### src/rtl/ins_mem_loader.sv
`default_nettype none
// ============================================================================
// Module   : ins_mem_loader
// Purpose  : Receives a program as a big-endian byte stream and writes it,
//            one 32-bit word at a time, into instruction memory. Holds the
//            CPU core in reset for the duration of the load.
// Revision : 1.0 - initial release
// ============================================================================
module ins_mem_loader #(
  parameter logic [31:0] BASE_ADDR = 32'h0000_0000,
  parameter int unsigned MAX_WORDS = 256
) (
  input  logic        CLK,
  input  logic        RST,
  input  logic        start,
  input  logic [15:0] word_count,
  input  logic [7:0]  byte_data,
  input  logic        byte_valid,
  output logic        byte_ready,
  output logic        mem_we,
  output logic [31:0] mem_addr,
  output logic [31:0] mem_wdata,
  output logic        cpu_hold,
  output logic        busy,
  output logic        done,
  output logic        err,
  output logic [31:0] checksum
);

  typedef enum logic [1:0] {
    S_IDLE  = 2'd0,
    S_RECV  = 2'd1,
    S_WRITE = 2'd2,
    S_DONE  = 2'd3
  } state_t;

  state_t      state_q, state_d;
  logic [1:0]  byte_cnt_q, byte_cnt_d;
  logic [15:0] word_idx_q, word_idx_d;
  logic [15:0] count_q, count_d;
  logic [31:0] shift_q, shift_d;
  logic        byte_ready_q, byte_ready_d;
  logic        mem_we_q, mem_we_d;
  logic [31:0] mem_addr_q, mem_addr_d;
  logic [31:0] mem_wdata_q, mem_wdata_d;
  logic        cpu_hold_q, cpu_hold_d;
  logic        busy_q, busy_d;
  logic        done_q, done_d;
  logic        err_q, err_d;
  logic [31:0] checksum_q, checksum_d;

  logic        too_big;
  logic        byte_take;

  assign too_big   = {16'd0, word_count} > MAX_WORDS;
  assign byte_take = byte_valid && byte_ready_q;

  // Next-state and next-output computation; status outputs follow the next state
  always_comb begin
    state_d     = state_q;
    byte_cnt_d  = byte_cnt_q;
    word_idx_d  = word_idx_q;
    count_d     = count_q;
    shift_d     = shift_q;
    mem_we_d    = 1'b0;
    mem_addr_d  = mem_addr_q;
    mem_wdata_d = mem_wdata_q;
    err_d       = err_q;
    checksum_d  = checksum_q;

    case (state_q)
      S_IDLE: begin
        if (start) begin
          if (word_count == 16'd0) begin
            // Empty program: nothing to load, complete immediately
            state_d    = S_DONE;
            err_d      = 1'b0;
            checksum_d = 32'd0;
          end else if (too_big) begin
            state_d = S_DONE;
            err_d   = 1'b1;
          end else begin
            state_d    = S_RECV;
            count_d    = word_count;
            checksum_d = 32'd0;
            err_d      = 1'b0;
            word_idx_d = 16'd0;
            byte_cnt_d = 2'd0;
          end
        end
      end
      S_RECV: begin
        if (byte_take) begin
          // Shifting left leaves the first byte in bits 31:24 after four bytes
          shift_d    = {shift_q[23:0], byte_data};
          byte_cnt_d = byte_cnt_q + 2'd1;
          if (byte_cnt_q == 2'd3) begin
            state_d     = S_WRITE;
            mem_we_d    = 1'b1;
            mem_addr_d  = BASE_ADDR + {14'd0, word_idx_q, 2'b00};
            mem_wdata_d = shift_d;
            checksum_d  = checksum_q ^ shift_d;
          end
        end
      end
      S_WRITE: begin
        word_idx_d = word_idx_q + 16'd1;
        if ((word_idx_q + 16'd1) == count_q) begin
          state_d = S_DONE;
        end else begin
          state_d = S_RECV;
        end
      end
      S_DONE: begin
        state_d = S_IDLE;
      end
      default: begin
        state_d = S_IDLE;
      end
    endcase

    byte_ready_d = (state_d == S_RECV);
    busy_d       = (state_d != S_IDLE);
    cpu_hold_d   = (state_d != S_IDLE);
    done_d       = (state_d == S_DONE);
  end

  // State and registered outputs
  always_ff @(posedge CLK) begin
    if (RST) begin
      state_q      <= S_IDLE;
      byte_cnt_q   <= 2'd0;
      word_idx_q   <= 16'd0;
      count_q      <= 16'd0;
      shift_q      <= 32'd0;
      byte_ready_q <= 1'b0;
      mem_we_q     <= 1'b0;
      mem_addr_q   <= 32'd0;
      mem_wdata_q  <= 32'd0;
      cpu_hold_q   <= 1'b0;
      busy_q       <= 1'b0;
      done_q       <= 1'b0;
      err_q        <= 1'b0;
      checksum_q   <= 32'd0;
    end else begin
      state_q      <= state_d;
      byte_cnt_q   <= byte_cnt_d;
      word_idx_q   <= word_idx_d;
      count_q      <= count_d;
      shift_q      <= shift_d;
      byte_ready_q <= byte_ready_d;
      mem_we_q     <= mem_we_d;
      mem_addr_q   <= mem_addr_d;
      mem_wdata_q  <= mem_wdata_d;
      cpu_hold_q   <= cpu_hold_d;
      busy_q       <= busy_d;
      done_q       <= done_d;
      err_q        <= err_d;
      checksum_q   <= checksum_d;
    end
  end

  assign byte_ready = byte_ready_q;
  assign mem_we     = mem_we_q;
  assign mem_addr   = mem_addr_q;
  assign mem_wdata  = mem_wdata_q;
  assign cpu_hold   = cpu_hold_q;
  assign busy       = busy_q;
  assign done       = done_q;
  assign err        = err_q;
  assign checksum   = checksum_q;

endmodule
`default_nettype wire

### config.mk
export PLATFORM = sky130hd
export DESIGN_NAME = ins_mem_loader
export DESIGN_NICKNAME = d
export VERILOG_FILES = /design/src/rtl/ins_mem_loader.sv
export SDC_FILE = /design/constraint.sdc
export NUM_CORES = 1
export LEC_CHECK = 0
export ABC_AREA = 0
export BUFFER_PORTS_ARGS = -buffer_cell sky130_fd_sc_hd__clkbuf_2
export CORE_MARGIN = 1
export CORE_UTILIZATION = 40
export DETAILED_ROUTE_END_ITERATION = 6
export PLACE_DENSITY = 0.7
export SYNTH_ARGS = -nofsm -noshare
export SYNTH_HDL_FRONTEND = slang
export SYNTH_SLANG_ARGS = --single-unit
### constraint.sdc
create_clock -name CLK -period 2.42 [get_ports CLK]
set_input_delay 0.121 -clock CLK [delete_from_list [all_inputs] [get_ports CLK]]
set_output_delay 0.121 -clock CLK [all_outputs]
set_load 0.02 [all_outputs]
## Yosys cells after proc, flatten, opt, wreduce, memory -nomap -nowiden

Cells that the tools add are included.

| cells by class | value |
|---|---|
| $add $sub $neg | 2 |
| $mul | 0 |
| div/mod/pow operators | 0 |
| $lt $le $gt $ge | 1 |
| equal/unequal tests | 13 |
| shift-type cells | 0 |
| multiplexer cells | 25 |
| bitwise logic cells | 5 |
| reduce and logical (&&, ||, !) cells | 14 |

Operators with widths:

| operator | number |
|---|---|
| $mux 32 | 5 |
| $pmux 32 s2 | 1 |
| $mux 16 | 3 |
| $pmux 16 s2 | 1 |
| $xor 32x32->32 | 1 |
| $mux 2 | 10 |
| $add 16x1->16 const B | 1 |
| $eq 16x16->1 | 1 |
| $gt 16x9->1 const B | 1 |
| $logic_not 16->1 | 1 |
| $ne 2x2->1 const B | 5 |
| $reduce_and 5->1 | 2 |
| $eq 2x2->1 const B | 4 |
| $pmux 2 s4 | 1 |
| $reduce_and 4->1 | 2 |
| $reduce_bool 2->1 | 3 |
| $eq 2x1->1 const B | 2 |
| $not 1->1 | 4 |
| $pmux 2 s2 | 1 |
| $reduce_and 2->1 | 2 |
| $mux 1 | 3 |
| $ne 3x3->1 const B | 1 |
| $reduce_and 3->1 | 1 |
| $reduce_or 3->1 | 1 |
| other kinds (3) | 3 |

| storage, ports and cells | value |
|---|---|
| register bits after elaboration | 145 |
| latch bits | 0 |
| memory bits (writable) | 0 |
| memory bits (read-only) | 0 |
| input port bits | 28 |
| output and inout bits | 102 |
| word-level logic and storage cells | 73 |
| memories | 0 |

## Logic depth before layout (Yosys ltp)

Gate-level depths: netlist of run 1.

| depth | value |
|---|---|
| word-level depth | 6 |
| gate-level depth with buffers | 8 |
| depth with buffers taken out | 7 |

## Worst setup path before layout of run 1

No wires, ideal clock.

| path | value |
|---|---|
| path type | register to register |
| from | register word_idx_q[0] |
| to | register byte_ready_q (netlist: byte_ready) |
| setup time | 0.115 ns |
| arrival | 2.151 ns |
| required time | 2.305 ns |
| path slack | 0.155 ns |
| stages on the path, launching flop included | 8 |
| path buffers | 0 |
| clock period less this slack | 2.265 ns |
| cells stage by stage | dfxtp_1 > ha_1 > nand3_4 > or4_1 > xnor2_1 > o2111ai_1 > o31a_1 > and2_1 |

| between the ends | value |
|---|---|
| longest elaborated chain between the ends | 5 |

Ends and longest elaborated chain:

| element | line | RTL |
|---|---|---|
| start, declared | 39 | `logic [15:0] word_idx_q, word_idx_d;` |
| start signal, assigned | 148 | `word_idx_q <= word_idx_d;` |
| $add 16x1->16 | 108 | `if ((word_idx_q + 16'd1) == count_q) begin` |
| $eq 16x16->1 | 108 |  |
| $mux 2 | 108 |  |
| $pmux 2 s4 | 71 | `case (state_q)` |
| $eq 2x1->1 | 122 | `byte_ready_d = (state_d == S_RECV);` |
| end signal, assigned | 151 | `byte_ready_q <= byte_ready_d;` |
| end, declared | 42 | `logic byte_ready_q, byte_ready_d;` |

Every way passes these cells.
A chain may end at the register's enable or synchronous reset.

## Worst setup path after layout of run 1

| path | value |
|---|---|
| from | input word_count[4] |
| to | register word_idx_q[2] |

| between the ends | value |
|---|---|
| longest elaborated chain between the ends | 3 |
| elaborated cells between the ends (all ways) | 5 |
| classes of those cells | 1 x order compare; 2 x eq/ne; 2 x reduce/logical |

Ends and longest elaborated chain:

| element | line | RTL |
|---|---|---|
| start, declared | 16 | `input logic [15:0] word_count,` |
| $gt 16x9->1 / $logic_not 16->1 (equally long branches) | 55, 74 |  |
| $ne 2x2->1 (no source line) | -- |  |
| $reduce_and 4->1 (no source line) (*) | -- |  |

Mark *: on every way between the ends. The rest lies on a longest branch, timed or not.

==> results.md, run 1 <==
- STA puts the critical path data arrival time at 2.58 ns.
- The sort of element at the start of the critical path is an input port.
- The signal on the critical path passes through dlygate4sd3_1, clkbuf_2, or4_4, o21ai_4, a21boi_4, a211oi_2, buf_4, o211a_1, nor3_1.
- In the routed design, unresolved DRC markers number 0.
- The static leakage power is 2.908 nW.
- In this run the critical register-to-register path is launched from word_idx_q[3].
- For this design, the slowest cell found on the critical path is or4_4.
- The placed instances occupy a cell area of ~0.0073 mm^2.
- TritonCTS created 17 clock buffers.
- Summed over all nets, the switching power comes to 0.001281 W.
- Cell internal power was estimated by the tool at around 0.0043 W.
- The count of pins on the block boundary is 130.
- The hold-critical path endpoint is err.
- In this run the worst path has a maximum fanout of 16.
- The share of cells above drive strength 1 is a little over a quarter.
- Yosys mapped a number of flops with a built-in enable equal to 0.
- The standard cell core area is between 0.015 and 0.02 mm^2.
- The tool flagged a number of max-cap violations equal to 0.
- The count of input and output buffers is 113.
- The number of sinks driven by the clock tree is 145.
- The Yosys warning count is 0.
- The initial cell density of the core is about two fifths.
- For this run, the number of standard cells in the final layout without fillers is approximately 1100.
- The final-report hold violation count was 0.
- The final critical delay including setup and external delays is roughly 2.3 ns.
- Once detail routing completed, the nets flagged for antenna violations numbered 0.
- The transition time at the pin with the least slew margin is between 0.9 and 1 ns.
- VDD sags by at most about 0.0005 V.
- The number of cells on the worst reg-to-reg path is 6.
- Between clock sinks in the finished design, the worst skew comes to between 0.008 and 0.009 ns.
- The predominant post-synthesis flop cell is dfxtp_1.
- The net total in the final layout is 887.
- The critical path contains buffers and inverters numbering 3 combined.
- The routed length per instance is roughly 15 um.
- The final max-slew violation count came to 0.
- The worst register-to-register path ends at byte_ready.
- The worst pin sits at a relative slew slack of 37.43%.
- Setup repair after global routing left no endpoint under its margin.
- The H-tree was split into 4 levels.
- The sequential fraction of design power is between 40% and 50%.
- The worst hold path was traced through 3 stages.
- The horizontal die dimension is around 130 um.
- The setup slack of the critical path after layout is around 0.13 ns.
- Global routing finished with a remaining overflow of 0.
- The number of antenna violations at the first check in global routing came to 0.
- The type of element capturing the critical path is a flip-flop.
- Row generation in the floorplan step produced 46 rows.
- The gate count of the mapped netlist is about 740.
- The highest achievable clock rate is around 0.44 GHz.
- The global-route total usage across every layer is 20.40%.
- After synthesis the cells add up to around 0.0065 mm^2.
- In this run, the clock network consumes roughly half of the power.
- The final critical path takes up between 90% and 100% of the cycle.
- The post-placement cell count is 1036.
- The placer congestion estimate is 0.8473.
- The end-of-flow core utilization is 50.88%.
- In this run the register-to-register setup slack is 0.16 ns.
- The total negative slack is 0 ns.
- The tree is rooted in a clkbuf_16.
- The clock tree from TritonCTS is done.
- The floorplan die area is about 0.017 mm^2.
- STA puts the critical path data required time at 2.71 ns.
- The clock transition at the register clock pins on the worst setup and hold paths after CTS is approximately 0.06 ns.
- The clock latency reported for the late side of the worst-skew pair is 0.42 ns.
- The launch point of the critical path is word_count[4].
- For this run, the register share of the synthesized area comes to between 40% and 50%.
- Prior to clock tree synthesis, the placed netlist has a worst setup slack of between 0.15 and 0.2 ns.
- In this run the power density over the cells is between 600 and 700 mW/mm^2.
- The average instance in the mapped netlist occupies about 8.8 um^2.
- The number of register bits inferred by synthesis is 145.
- Summing all non-filler instances in the final layout gives an area of 0.008053 mm^2.
- From synthesis to final layout, the design area changed by 24.39%.
- Setup violations remaining at the end of the flow were counted as 0.
- The die is approximately 130 um tall.
- The number of search-and-repair iterations in the first detailed-routing pass is 5.
- The proportion of total power due to net switching is a little under a quarter.
- The path class of the lowest-slack min-delay path is in -> reg.
- The clock passes through at most 2 buffers.
- The post-detailed-routing wire length is 16650 um.
- The origin of the worst min-delay path is start.
- In this design, the stage delay of the slowest critical-path cell is 0.55 ns.
- Detailed placement finished with a half-perimeter wire length of around 11000 um.
- The pin count of the biggest net entering global routing is 50.
- The flow ran to the end, and the final reports show no timing, DRC or antenna violations.
- Dividing the detail-routed via count by the number of cells gives around 5.1.
- The first global-routing pass estimated around 26000 um of wire.
- The routed layout has approximately 5500 vias.
- The synthesized netlist contains 57 unique library cells.
- The antenna diode count is 0.
- The number of violations reported at the end of detailed-routing iteration 0 is 340.
- The share of async-settable or async-resettable flops after synthesis is 0%.
- In this run, the combinational gates consume roughly 7.4% of the power.
- The number of global-route vias before repair is between 4000 and 5000.
- The critical path is of the in -> reg type.
- On the critical path the largest part of the delay comes from buffers and inverters.
state kept, by name, summed over array words and instances, names as in the netlist:
signal / cells
shift_q: 24
mem_we: 1
state_q: 2
byte_cnt_q: 2
byte_ready: 1
count_q: 16
word_idx_q: 16
mem_addr: 16
err: 1
checksum: 32
busy: 1
mem_wdata: 32
done: 1
placed cells by master, fill, tap and decap left out, types with 4 or more instances in the layout:
| cell type | Yosys | layout |
|---|---|---|
| a21oi_1 | 82 | 81 |
| a311oi_2 | 8 | 8 |
| a31oi_1 | 7 | 7 |
| and2_1 | 9 | 9 |
| and3_1 | 4 | 4 |
| buf_4 | 18 | 27 |
| clkbuf_16 | 0 | 17 |
| clkbuf_2 | 1 | 112 |
| clkbuf_8 | 0 | 4 |
| conb_1 | 1 | 16 |
| dfxtp_1 | 145 | 144 |
| dlygate4sd3_1 | 0 | 17 |
| mux2i_1 | 9 | 9 |
| nand2_1 | 166 | 166 |
| nand3_1 | 8 | 8 |
| nand4_1 | 4 | 4 |
| nor2_1 | 63 | 62 |
| nor3_1 | 8 | 8 |
| nor4_1 | 5 | 5 |
| nor4b_1 | 5 | 5 |
| nor4b_2 | 28 | 28 |
| o21ai_0 | 8 | 8 |
| or3_1 | 5 | 4 |
| xnor2_1 | 45 | 45 |
| xor2_1 | 7 | 7 |
per-layer routing:
| metal | track usage [%] | wire length [um] | up-vias |
|---|---|---|---|
| met3 | 5.161 | 875 | 19 |
| met2 | 30.65 | 7350 | 159 |
| met5 | 0 | 0 | - |
| met1 | 28.29 | 8170 | 2624 |
| met4 | 7.059 | 252 | 0 |
| li1 | - | - | 2716 |
cell families (layout without fill, tap and decap cells):
| family | after synthesis | after routing | synth area share [%] |
|---|---|---|---|
| flip-flops | 145 | 145 | 44.84 |
| XOR/XNOR | 53 | 53 | 7.383 |
| multiplexers | 10 | 10 | 1.566 |
| AND/OR/NAND/NOR | 323 | 323 | 26.88 |
| buffers and inverters | 77 | 192 | 6.436 |
| adder cells (fa/ha/maj) | 2 | 2 | 0.3865 |
| other | 1 | 16 | 0.05793 |
| AO/OA/AOI/OAI | 126 | 127 | 12.45 |
power groups by stage:
stage	logic (W)	registers, W	clock network [W]
after detailed placement	0.000383	0.00248	0
after global placement	0.000379	0.00248	0
after CTS	0.000405	0.00243	0.00273
final	0.000413	0.00243	0.00270
after floorplan	0.000275	0.00249	0
after global routing	0.000444	0.00243	0.00285
timing repair:
item                                    CTS  global route
hold buffers                             17             0
endpoints found under the setup margin    0             7
setup buffers                             0             0
gates resized for setup                   0             1
hold endpoints to repair                 25             0
tightest hold or removal path: cells and delay by family:
| family | cells | cell delay [ns] |
|---|---|---|
| buf+inv | 1 | 0.21 |
| simple gates | 1 | 0.07 |
| compound gates | 1 | 0.10 |
area by class of cell:
cell class	instances	area (um^2)
inverter	3	11.26
sequential	145	2904
tap	216	270.3
multi-input combinational	531	3261
fill	1445	7775
timing repair buffer	159	993.5
clock buffer	22	484.2
clock inverter	8	128.9
worst max-delay path by stage:
stage,end,slack (ns),cells past startpoint
finish,word_idx_q[2],0.13,9
global route,done,0.01,6
CTS,word_idx_q[2],0.09,9
detailed placement,byte_ready,0.19,6
global placement,done,0.23,6
floorplan,byte_ready,0.15,7
Yosys cell counts (all sizes together) (2+ instances only):
| cell | count | area share (%) |
|---|---|---|
| nor2 | 64 | 3.8 |
| nor4 | 5 | 0.48 |
| or4 | 4 | 0.52 |
| nor2b | 3 | 0.29 |
| a21oi | 82 | 6.3 |
| or3 | 5 | 0.48 |
| dfxtp | 145 | 45 |
| nand2 | 166 | 9.6 |
| nor3 | 8 | 0.62 |
| nor4b | 33 | 7.2 |
| o21ai | 10 | 0.89 |
| nand4 | 6 | 0.77 |
| xor2 | 7 | 0.95 |
| a311oi | 10 | 2.1 |
| o21a | 2 | 0.23 |
| mux2i | 9 | 1.4 |
| buf | 37 | 4.1 |
| clkbuf | 37 | 2.2 |
| inv | 3 | 0.17 |
| a31oi | 7 | 0.68 |
| a211oi | 6 | 0.93 |
| xnor2 | 45 | 6.1 |
| ha | 2 | 0.39 |
| and2 | 9 | 0.87 |
| and3 | 5 | 0.50 |
| nand3 | 10 | 1.0 |
through the flow:
| step | power [W] | hold WS (ns) |
|---|---|---|
| 3_3_place_gp | 0.002861 | 0.3784 |
| 4_1_cts | 0.005567 | 0.1133 |
| 2_1_floorplan | 0.002768 | 0.2570 |
| 5_1_grt | 0.005722 | 0.1629 |
| 3_5_place_dp | 0.002865 | 0.3852 |
| 6_report | 0.005548 | 0.1190 |
Note: power is estimated with default switching activity, not from simulation.
==> run 2, diff against run 1 <==
Settings changed: PLACE_DENSITY 0.7 to 0.65, SLEW_MARGIN set to 25.
==> run 2 against run 1 <==
Sequential cell count unchanged. Clock power up 3%. First-iteration DRC count up 2.9%. Worst hold slack better by 0.0059 ns. Critical path type unchanged.
==> results.md, run 2 (synthesis gave the netlist of run 1 again) <==
- The run finished with clean final reports.
- Clock latency on the worst-skew pair, taken at its later pin, is 0.42 ns.
- Detailed routing inserted a total of 5404 vias.
- The number of antenna diodes in the final layout is 0.
- The first detailed-routing pass took 5 iterations.
- The number of global-route vias before repair is between 5000 and 6000.
- The origin of the worst min-delay path is start.
- From bottom edge to top edge, the die measures about 130 um.
- The placer congestion estimate is 0.8179.
- The critical path arrival is ~2.6 ns.
- The sort of element at the start of the critical path is an input port.
- The first global-routing pass estimated 26300 um of wire.
- Along the worst path, the maximum fanout reaches 18.
- The share of cells above drive strength 1 is 26.50%.
- The total of max-cap violations is 0.
- After global routing the overflow that remains totals 0.
- Counting the buffers created by CTS gives 17.
- The count of pins on the block boundary is between 100 and 150.
- The number of antenna violations at the first check in global routing is 0.
- The worst setup path is captured at a flip-flop.
- The final max-slew violation count is 0.
- The critical path class is in -> reg.
- The count of cells along the worst register-to-register path is 7.
- The count of nets left with antenna violations once routing finished came out at 0.
- After layout, the worst path uses 94.30% of the clock period.
- The endpoint identified for the worst register-to-register timing path is byte_ready.
- The leading cell type in the layout, fill and taps excluded is nand2_1.
- The cell count of the worst hold path is 3.
- Clock tree synthesis selected as its root buffer the cell clkbuf_16.
- Clock tree synthesis found a total of 145 sinks.
- The total non-filler cell area in the finished layout is ~0.0081 mm^2.
- Entering global routing, the biggest net connects just under 60 pins.
- In this run the tool buffered the top-level ports with 113 buffer cells.
- The mean number of vias per cell is roughly 5.
- Setup repair after global routing left no endpoint under its margin.
- The total negative slack is 0 ns.
- The initial utilization of the core area, before any placement, comes to 40.90%.
- Power spread over the standard cell area amounts to 697.2 mW/mm^2.
- TritonCTS built the clock tree.
- The startpoint identified for the worst register-to-register timing path is word_idx_q[0].
- For this block, the routed nets add up to 16080 um of wire.
- The final HPWL from detailed placement is between 10000 and 15000 um.
- The total power is between 0.005 and 0.006 W.
- At the pin with the least slew margin, the transition time is 0.7392 ns.
- Summed over all cells, the static leakage comes to 2.917 nW.
- The DRC violations left is 0.
- The floorplan row count is 46.
- For flop-to-flop paths, the worst setup slack is between 0.15 and 0.2 ns.
- For hold timing, the worst endpoint is err.
- The worst clock skew is between 0.005 and 0.006 ns.
- The horizontal die dimension is ~130 um.
- The worst path in the final design needs a cycle of 2.282 ns, including I/O delays and setup.
- The final-report hold violation count came to 0.
- The clock transition at the register clock pins on the worst setup and hold paths after CTS is roughly 0.06 ns.
- Setup violations remaining at the end of the flow were counted as 0.
- The number of violations reported at the end of detailed-routing iteration 0 is between 300 and 400.
- Across the VDD grid, the largest voltage drop is 0.0005287 V.
- The floorplan step defined a die boundary enclosing roughly 0.017 mm^2.
- The global-route total usage across every layer is 20.53%.
- The post-CTS repair timing setup buffer count is 0.
- The path class of the lowest-slack min-delay path is in -> reg.
- The area added between synthesis and finish is 24.89%.
- The library cells used most frequently in the layout, excluding fill and tap cells, are nand2_1, dfxtp_1, clkbuf_2.
- At the end of the flow, the number of nets in the layout was between 800 and 900.
- The routed length per instance is 14.84 um.
- Headroom to the max-slew limit came out at 50.59%.
- STA puts the critical path data required time at around 2.7 ns.
- The H-tree was split into 4 levels.
- Tracing the worst setup path back leads to its startpoint at word_count[4].
- The longest clock path from root to sink contains 2 buffers.
- Once placement finished, the instance area stood at 0.007268 mm^2.
- Based on the critical path, the design can be clocked at up to around 0.44 GHz.
- The filler cell count in the final layout is around 1500.
- The standard cell core area is about 0.016 mm^2.
-- run 2: repair_timing --
action,4_1_cts,5_1_grt
gates resized for setup,0,4
setup endpoints to repair,0,5
hold endpoints to repair,29,0
hold buffers,18,0
-- run 2: worst max-delay path, stage by stage --
cell and delay (ns):
dlygate4sd3_1 0.56, clkbuf_2 0.13, or4_4 0.54, o21ai_2 0.26
a21boi_4 0.23, a211oi_2 0.28, buf_6 0.24, o211a_1 0.17
nor3_1 0.04
-- run 2: worst max path at each step --
stage	to	slack [ns]
2_1_floorplan	byte_ready	0.15
3_3_place_gp	byte_ready	0.17
3_5_place_dp	byte_ready	0.14
4_1_cts	byte_ready	0.12
5_1_grt	checksum[2]	0.03
6_report	word_idx_q[2]	0.14
-- run 2: area by class of cell --
class	instances	area, um^2	area share [%]
multi-input combinational	530	3242	40.10
sequential	145	2908	35.96
timing repair buffer	159	1025	12.67
clock buffer	23	478.0	5.911
tap	216	270.3	3.343
clock inverter	8	151.4	1.872
inverter	3	11.26	0.1393
-- run 2: layer usage --
metal	vias to the layer above	track usage [%]	share of wire, %	routed length (um)
met5	-	0	0	0
met4	0	7.889	1.5	244
met3	19	4.253	5.0	807
met2	153	30.68	44	7118
met1	2524	28.95	49	7911
li1	2708	-	-	-
-- run 2: per-stage QoR --
step | hold WS [ns] | cells | utilization [%] | setup slack, ns
floorplan | 0.2570 | 752 | - | 0.1545
finish | 0.1249 | 1084 | 51.08 | 0.1379
CTS | 0.1021 | 1084 | 51.04 | 0.1235
global placement | 0.3794 | 1035 | 45.92 | 0.1736
detailed placement | 0.3842 | 1035 | 45.92 | 0.1414
global route | 0.1350 | 1084 | 51.08 | 0.03283
-- run 2: report_power, final --
part           leakage (nW)  internal, W  switching [W]  total (W)
Combinational          1.45     0.000139       0.000271   0.000410
Clock                 0.296      0.00181       0.000988    0.00279
Sequential             1.17      0.00241      0.0000243    0.00243
Total                  2.92      0.00435        0.00128    0.00564
